## src/rtl/gpr_read_port_if.sv

```systemverilog
// Read-request / read-response / writeback bundle for the NPC general-purpose register file.
// master = decode + writeback side, slave = register file.
interface gpr_read_port_if #(
  parameter int WIDTH = 32,
  parameter int AW    = 5
);
  logic             wen;
  logic [AW-1:0]    waddr;
  logic [WIDTH-1:0] wdata;
  logic             req_valid;
  logic             req_ready;
  logic [AW-1:0]    req_rs1;
  logic [AW-1:0]    req_rs2;
  logic             resp_valid;
  logic             resp_ready;
  logic [WIDTH-1:0] resp_rdata1;
  logic [WIDTH-1:0] resp_rdata2;

  modport master (
    output wen, waddr, wdata, req_valid, req_rs1, req_rs2, resp_ready,
    input  req_ready, resp_valid, resp_rdata1, resp_rdata2
  );

  modport slave (
    input  wen, waddr, wdata, req_valid, req_rs1, req_rs2, resp_ready,
    output req_ready, resp_valid, resp_rdata1, resp_rdata2
  );
endinterface

```

## src/rtl/gpr_read_port.sv

```systemverilog
// Register file with a two-operand valid/ready read port and a single-entry response register.
// The held response tracks writeback: same-cycle write bypass on load, refresh while stalled.
module gpr_read_port #(
  parameter int WIDTH = 32,
  parameter int NREG  = 32,
  parameter int AW    = 5
) (
  input  logic            clk,
  input  logic            rst,
  gpr_read_port_if.slave  bus
);

  localparam logic [0:0] ST_EMPTY = 1'b0;
  localparam logic [0:0] ST_FULL  = 1'b1;

  logic [WIDTH-1:0] regs_r [1:NREG-1];

  logic [0:0]       state_r;
  logic [0:0]       state_s;
  logic [AW-1:0]    rs1_r;
  logic [AW-1:0]    rs2_r;
  logic [AW-1:0]    rs1_s;
  logic [AW-1:0]    rs2_s;
  logic [WIDTH-1:0] rdata1_r;
  logic [WIDTH-1:0] rdata2_r;
  logic [WIDTH-1:0] rdata1_s;
  logic [WIDTH-1:0] rdata2_s;
  logic [WIDTH-1:0] op1_s;
  logic [WIDTH-1:0] op2_s;

  logic resp_valid_s;
  logic req_ready_s;
  logic accept_s;
  logic deq_s;
  logic wr_s;

  assign resp_valid_s = (state_r == ST_FULL);
  assign req_ready_s  = !resp_valid_s || bus.resp_ready;
  assign accept_s     = bus.req_valid && req_ready_s;
  assign deq_s        = resp_valid_s && bus.resp_ready;
  assign wr_s         = bus.wen && (bus.waddr != {AW{1'b0}});

  assign bus.req_ready   = req_ready_s;
  assign bus.resp_valid  = resp_valid_s;
  assign bus.resp_rdata1 = rdata1_r;
  assign bus.resp_rdata2 = rdata2_r;

  // Operand 1 lookup: x0 reads zero, a same-cycle write wins over the array.
  always_comb begin
    op1_s = {WIDTH{1'b0}};
    if (bus.req_rs1 == {AW{1'b0}}) begin
      op1_s = {WIDTH{1'b0}};
    end else if (bus.wen && (bus.waddr == bus.req_rs1)) begin
      op1_s = bus.wdata;
    end else begin
      op1_s = regs_r[bus.req_rs1];
    end
  end

  // Operand 2 lookup, same rules as operand 1.
  always_comb begin
    op2_s = {WIDTH{1'b0}};
    if (bus.req_rs2 == {AW{1'b0}}) begin
      op2_s = {WIDTH{1'b0}};
    end else if (bus.wen && (bus.waddr == bus.req_rs2)) begin
      op2_s = bus.wdata;
    end else begin
      op2_s = regs_r[bus.req_rs2];
    end
  end

  // Response FSM next state: accept always fills, dequeue without accept drains.
  always_comb begin
    state_s = state_r;
    case (state_r)
      ST_EMPTY: begin
        if (accept_s) begin
          state_s = ST_FULL;
        end else begin
          state_s = ST_EMPTY;
        end
      end
      ST_FULL: begin
        if (accept_s) begin
          state_s = ST_FULL;
        end else if (deq_s) begin
          state_s = ST_EMPTY;
        end else begin
          state_s = ST_FULL;
        end
      end
      default: begin
        state_s = ST_EMPTY;
      end
    endcase
  end

  // Response payload next value: load on accept, refresh only while stalled.
  always_comb begin
    rs1_s    = rs1_r;
    rs2_s    = rs2_r;
    rdata1_s = rdata1_r;
    rdata2_s = rdata2_r;
    if (accept_s) begin
      rs1_s    = bus.req_rs1;
      rs2_s    = bus.req_rs2;
      rdata1_s = op1_s;
      rdata2_s = op2_s;
    end else if (resp_valid_s && !deq_s) begin
      // Both operands may refresh from the same write when rs1_q == rs2_q.
      if (wr_s && (bus.waddr == rs1_r)) begin
        rdata1_s = bus.wdata;
      end else begin
        rdata1_s = rdata1_r;
      end
      if (wr_s && (bus.waddr == rs2_r)) begin
        rdata2_s = bus.wdata;
      end else begin
        rdata2_s = rdata2_r;
      end
    end else begin
      rdata1_s = rdata1_r;
      rdata2_s = rdata2_r;
    end
  end

  // Response register and FSM state.
  always_ff @(posedge clk or negedge rst) begin
    if (!rst) begin
      state_r  <= ST_EMPTY;
      rs1_r    <= {AW{1'b0}};
      rs2_r    <= {AW{1'b0}};
      rdata1_r <= {WIDTH{1'b0}};
      rdata2_r <= {WIDTH{1'b0}};
    end else begin
      state_r  <= state_s;
      rs1_r    <= rs1_s;
      rs2_r    <= rs2_s;
      rdata1_r <= rdata1_s;
      rdata2_r <= rdata2_s;
    end
  end

  // Architectural registers 1..NREG-1; writes to x0 are dropped.
  always_ff @(posedge clk or negedge rst) begin
    if (!rst) begin
      for (int i = 1; i < NREG; i++) begin
        regs_r[i] <= {WIDTH{1'b0}};
      end
    end else if (wr_s) begin
      regs_r[bus.waddr] <= bus.wdata;
    end
  end

endmodule

```

## src/flat_wrapper.sv

```systemverilog
// flat-port wrapper written by rule: the top's interface ports become plain ports
module gpr_read_port_flat 
#(
  parameter int WIDTH = 32,
  parameter int NREG  = 32,
  parameter int AW    = 5
)
  (clk, rst, bus_wen, bus_waddr, bus_wdata, bus_req_valid, bus_req_rs1, bus_req_rs2, bus_resp_ready, bus_req_ready, bus_resp_valid, bus_resp_rdata1, bus_resp_rdata2);
  gpr_read_port_if #(.WIDTH(WIDTH), .AW(AW)) bus_i ();
  input  logic clk;
  input  logic rst;
  input wire logic [$bits(bus_i.wen)-1:0] bus_wen;
  input wire logic [$bits(bus_i.waddr)-1:0] bus_waddr;
  input wire logic [$bits(bus_i.wdata)-1:0] bus_wdata;
  input wire logic [$bits(bus_i.req_valid)-1:0] bus_req_valid;
  input wire logic [$bits(bus_i.req_rs1)-1:0] bus_req_rs1;
  input wire logic [$bits(bus_i.req_rs2)-1:0] bus_req_rs2;
  input wire logic [$bits(bus_i.resp_ready)-1:0] bus_resp_ready;
  output wire logic [$bits(bus_i.req_ready)-1:0] bus_req_ready;
  output wire logic [$bits(bus_i.resp_valid)-1:0] bus_resp_valid;
  output wire logic [$bits(bus_i.resp_rdata1)-1:0] bus_resp_rdata1;
  output wire logic [$bits(bus_i.resp_rdata2)-1:0] bus_resp_rdata2;
  assign bus_i.wen = bus_wen;
  assign bus_i.waddr = bus_waddr;
  assign bus_i.wdata = bus_wdata;
  assign bus_i.req_valid = bus_req_valid;
  assign bus_i.req_rs1 = bus_req_rs1;
  assign bus_i.req_rs2 = bus_req_rs2;
  assign bus_i.resp_ready = bus_resp_ready;
  assign bus_req_ready = bus_i.req_ready;
  assign bus_resp_valid = bus_i.resp_valid;
  assign bus_resp_rdata1 = bus_i.resp_rdata1;
  assign bus_resp_rdata2 = bus_i.resp_rdata2;
  gpr_read_port #(.WIDTH(WIDTH), .NREG(NREG), .AW(AW)) u_core (.clk(clk), .rst(rst), .bus(bus_i));
endmodule
```

## config.mk

```make
export PLATFORM = sky130hd
export DESIGN_NAME = gpr_read_port_flat
export DESIGN_NICKNAME = d
export VERILOG_FILES = /design/src/rtl/gpr_read_port_if.sv /design/src/rtl/gpr_read_port.sv /design/src/flat_wrapper.sv
export SDC_FILE = /design/constraint.sdc
export NUM_CORES = 2
export LEC_CHECK = 0
export ABC_AREA = 1
export BUFFER_PORTS_ARGS = -buffer_cell sky130_fd_sc_hd__buf_2
export CAP_MARGIN = 30
export CORE_MARGIN = 2
export CORE_UTILIZATION = 35
export CTS_BUF_LIST = sky130_fd_sc_hd__clkbuf_8 sky130_fd_sc_hd__clkbuf_16
export CTS_CLUSTER_DIAMETER = 30
export DETAILED_ROUTE_END_ITERATION = 8
export SYNTH_ARGS = -nofsm -noshare
export SYNTH_HDL_FRONTEND = slang
export SYNTH_SLANG_ARGS = --single-unit
export TNS_END_PERCENT = 20
```

## constraint.sdc

```tcl
create_clock -name clk -period 1.7 [get_ports clk]
set_input_delay 0.34 -clock clk [delete_from_list [all_inputs] [get_ports clk]]
set_output_delay 0.34 -clock clk [all_outputs]
set_load 0.02 [all_outputs]
```

; ---- Yosys cells after proc, flatten, opt, wreduce, memory -nomap -nowiden
; Index checks and enable logic that the tools add are counted.
[totals]
register_bits = 1067
inputBits = 52
elab_cells = 91
[op_classes]
order_cmp = 4
eq_ne = 4
muxes = 23
n_bitwise = 4
reduce_logical = 20
[op_table]
columns = op, count
row1 = bitwise mux 992 bit, 1
row2 = two-way mux 32 bit, 15
row3 = binary-select mux 32 bit (select 5 bit), 2
row4 = demux 32 bit (select 5 bit), 1
row5 = == test 5 bit, 4
row6 = >= comparator 6 bit (second input constant), 3
row7 = NOT 5 -> 6 bit, 3
row8 = zero test 5 bit, 2
row9 = logical AND 1 bit, 9
row10 = < comparator 6 x 1 -> 1 bit (second input constant), 1
row11 = nonzero test 2 bit, 3
row12 = nonzero test 5 bit, 1
row13 = AND reduction 2 bit, 2
row14 = two-way mux 1 bit, 3
row15 = zero test 1 bit, 2
row16 = case mux 1 bit (2 select lines), 1
row17 = logical OR 1 bit, 1
row18 = NOT 1 bit, 1

; ---- Depth between registers and ports, before layout
[logic_depth]
depth_word = 7
ltp_mapped = 14
mapped_depth_nobuf = 10

; ---- Worst setup path after synthesis
; OpenSTA, ideal clock, no wires.
[synth_path]
kind = input to register
startpoint = input bus_waddr[3]
endpoint = register u_core.rdata1_r[10], in the netlist u_core.bus.resp_rdata1[10]
setup_time_ns = 0.121
t_arrival_ns = 1.745
required_ns = 1.579
path_slack_ns = -0.166
cell_stages = 10
path_buffers = 2
cell_sequence = buf_4 > inv_1 > nand3_1 > o21ai_1 > nor2_1 > a21oi_2 > inv_2 > clkbuf_1 > nor2_1 > a21oi_1
[synth_via]
elab_chain_cells = 5
word_cells_on_any_way = 11
[synth_rtl]
columns = element, line_no
row1 = from (decl), flat_wrapper.sv:13  ; input wire logic [$bits(bus_i.waddr)-1:0] bus_waddr;
row2 = == test 5 bit or nonzero test 5 bit (tied branches), "gpr_read_port.sv:53, gpr_read_port.sv:41"
row3 = "logical AND 1 bit, on equally long branches", "gpr_read_port.sv:53, gpr_read_port.sv:41"
row4 = two-way mux 32 bit or logical AND 1 bit (tied branches), "gpr_read_port.sv:53, gpr_read_port.sv:111"
row5 = two-way mux 32 bit or nonzero test 2 bit (tied branches), n/a
row6 = two-way mux 32 bit or AND reduction 2 bit (tied branches), n/a
row7 = to (signal assigned), gpr_read_port.sv:133  ; rdata1_r <= {WIDTH{1'b0}};
row8 = to (signal assigned), gpr_read_port.sv:139  ; rdata1_r <= rdata1_s;
row9 = to (decl), gpr_read_port.sv:24  ; logic [WIDTH-1:0] rdata1_r;
; Several ways; a longest one is shown, not always the timed one.
; A chain may end at the register's enable or synchronous reset.

; ---- Worst setup path in the final report
[layout_path]
startpoint = register u_core.rdata1_r[1], in the netlist u_core.bus.resp_rdata1[1]
endpoint = output bus_resp_rdata1[1]
[layout_rtl]
columns = element, line_no
row1 = to (decl), flat_wrapper.sv:21  ; output wire logic [$bits(bus_i.resp_rdata1)-1:0] bus_resp_rdata1;
; No word-level cell between the ends.

==> impl_metrics.tcl <==
set metrics [dict create \
    status "finished with violations" \
    violations "setup timing" \
    rsz0062_at_grt "yes" \
    overflow 0 \
    cts_tree "yes" \
    synthCells 9174 \
    cp_data_arrival_time_ps 1580 \
    cts_made_buffers 289 \
    rows 153 \
    detailedRoute.firstIterationViolations 9536 \
    clock-sinks 1067 \
    max_freq_mhz 521 \
    final_layout_size_suffix_gt1_share_pct 14.5 \
    cp_num_buf_inv 1 \
    slew-limit-headroom_pct 61.5 \
    dp_hpwl_um 181000 \
    routabilityCongestion 0.964 \
    fin_area_um2 81700 \
    synthesis.area_um2 61200 \
    synth.distinct_cells 27 \
    drt_first_pass_iters 9 \
    finalSetupViolCount 120 \
    hold_path.class "input pin to flip-flop" \
    areaGrowthSynthToFinish_pct 33.4 \
    grt_first_pass_wirelength_um 416000 \
    avgViaCountPerCell 5.58 \
    cp_top_family "flip-flops" \
    p_leak_uw 0.0391 \
    worstSetupStartpointType "flip-flop" \
    slew_viol_final 0 \
    clockBufferDepth 4 \
    path_max_fanout 2 \
    whs_ps 20.8 \
    fillers 16900 \
    die_w_um 422 \
    grt_max_degree 91 \
    htreeDepth 5 \
    yosysTopAreaCellShare_pct 43.6 \
    die_y_um 422 \
    required_ps 1360 \
    synth-seq-cells 1067 \
    slowest_delay_ps 490 \
    nNetsFinal 9595 \
    finalWorstSetupSlack_ps -219 \
    finClkSkew_ps 64.3 \
    clkTransAtPathRegs_ps 40 \
    clk_latency_ps 920 \
    root_buffer "clkbuf_16" \
    drc_errors 0 \
    cap_violations 0 \
    pin_count 118 \
    core_area_um2 174000 \
    antenna_found_initial 5 \
    synth.area.top_cells "dfrtp_1 (44%), nand2_1 (19%), nand3_1 (13%), o21ai_0 (8.0%), inv_1 (5.8%)" \
    place_ws_ps -444 \
    place_area_um2 70700 \
    period_needed_ps 1920 \
    ys_seq_area_share_pct 43.6 \
    worst_pin_slew_ps 577 \
    cp_cell_sequence "buf_6" \
    syn_nets 9226 \
    vdd.ir_drop.worst_uv 1030 \
    min_period_over_period_pct 113 \
    p_per_area_nw_per_um2 1340 \
    start_util_pct 35.2 \
    antenna_left 0 \
    die_area_um2 178000 \
    power_uw 110000 \
    cpMaxStageDelayCell "dfrtp_2" \
    grt.total_usage_pct 30.8 \
    syn_avg_cell_area_um2 6.68 \
    grt_pass1_vias 64100 \
    avgRoutedWirePerCell_um 23.4 \
    yosys.area.top_type "dfrtp_1" \
    hold_viol 0 \
    cp-end-kind "primary output" \
    num_vias 67400 \
    crit_type "flip-flop to primary output" \
    synth_warnings 0 \
    numPortBuffers 117 \
    wl_um 282000 \
]
[synth_stat cells]
cell	number
nand2_2	1
buf_4	2
inv_2	10
a21oi_2	2
xnor2_1	6
nor3_2	2
nor2_1	383
clkbuf_2	7
nor4_4	2
inv_1	951
nand3_1	1617
o21ai_0	981
clkinv_1	5
nand4_1	3
o22ai_1	6
dfrtp_1	1067
nand2_1	3075
buf_1	80
o21ai_1	16
nor2_2	18
xor2_1	6
clkbuf_1	496
o211ai_1	19
buf_2	148
nand3b_1	19
nor3_1	8
a21oi_1	244
[path summary, 6_finish.rpt]
kind                                      startpoint                   endpoint  slack (ps)  cells after the start
setup / recovery           u_core.bus.resp_rdata1[1]         bus_resp_rdata1[1]        -220                      1
hold / removal                         bus_wdata[14]         u_core.regs_r[430]          20                      4
setup reg to reg                     u_core.rs1_r[3]  u_core.bus.resp_rdata1[0]        -190                      9
hold reg to reg                   u_core.regs_r[412]         u_core.regs_r[412]         480                      2
max in group asynchronous                        rst         u_core.regs_r[291]         860                      3
min in group asynchronous                        rst         u_core.regs_r[711]         130                      3
[cell type report]
| class | count | area, um^2 | share of cell area, % |
|---|---|---|---|
| clock buffers | 333 | 7910 | 9.67 |
| flip-flops and latches | 1067 | 26800 | 32.7 |
| multi-input cells | 6408 | 28600 | 35.0 |
| clock inverters | 155 | 1680 | 2.05 |
| repair buffers | 811 | 10100 | 12.4 |
| inverters | 966 | 3740 | 4.58 |
| well taps | 2325 | 2910 | 3.56 |
| diodes | 5 | 12.5 | 0.0153 |
[kinds of logic (layout without fill, tap and decap cells)]
group,count (synthesis),in the layout,synth area share (%)
AO/OA/AOI/OAI,1268,1268,10.5
XOR/XNOR,12,12,0.172
buffers and inverters,1699,2265,10.7
flip-flops,1067,1067,43.6
other,0,5,0
AND/OR/NAND/NOR,5128,5128,35.0
[flip-flops by register name (all words and copies together), names as in the netlist]
| signal | count |
|---|---|
| u_core.bus.resp_valid | 1 |
| u_core.rs1_r | 5 |
| u_core.bus.resp_rdata1 | 32 |
| u_core.rs2_r | 5 |
| u_core.regs_r | 992 |
| u_core.bus.resp_rdata2 | 32 |
[cells in the final DEF, fill, tap and decap left out, drive strengths merged]
cell type | synthesis | final
buf | 230 | 771
inv | 961 | 1006
clkinvlp | 0 | 17
diode | 0 | 5
nand3b | 19 | 19
clkbuf | 503 | 338
clkinv | 5 | 65
nand3 | 1617 | 1617
nor4 | 2 | 2
xnor2 | 6 | 6
o21ai | 997 | 997
nand4 | 3 | 3
o22ai | 6 | 6
xor2 | 6 | 6
bufinv | 0 | 33
dlygate4sd3 | 0 | 35
nor2 | 401 | 401
a21oi | 246 | 246
dfrtp | 1067 | 1067
o211ai | 19 | 19
nor3 | 10 | 10
nand2 | 3076 | 3076
[power breakdown]
part / switching (uW) / total (uW) / internal [uW]
clock: 16500 / 54200 / 37700
sequential: 2980 / 34200 / 31200
combinational: 13600 / 21300 / 7620
[per-stage QoR]
| stage | utilization, % | instances | TNS, ps |
|---|---|---|---|
| CTS | 46.6 | 12100 | -10990 |
| floorplan | - | 9174 | -266 |
| detailed placement | 40.7 | 11500 | -196210 |
| global placement | 40.7 | 11500 | -174640 |
| global route | 47.0 | 12100 | -18970 |
| finish | 47.0 | 12100 | -14330 |
[repair_timing]
action | 4_1_cts | 5_1_grt
pin swaps | 3 | 10
gates cloned | 0 | 5
endpoints found under the setup margin | 130 | 130
setup buffers | 3 | 9
hold endpoints to repair | 1427 | 0
hold buffers | 35 | 0
gates resized for setup | 144 | 147
[layer usage]
metal / part of all wire [%] / vias to the layer above / track usage [%]
met2: 43 / 4673 / 46.0
met4: 7.1 / 2 / 20.0
met1: 38 / 31700 / 39.7
li1: - / 29900 / -
met3: 12 / 1118 / 7.52
met5: 0.0032 / - / 0
Power figures use the tool's default switching activity.
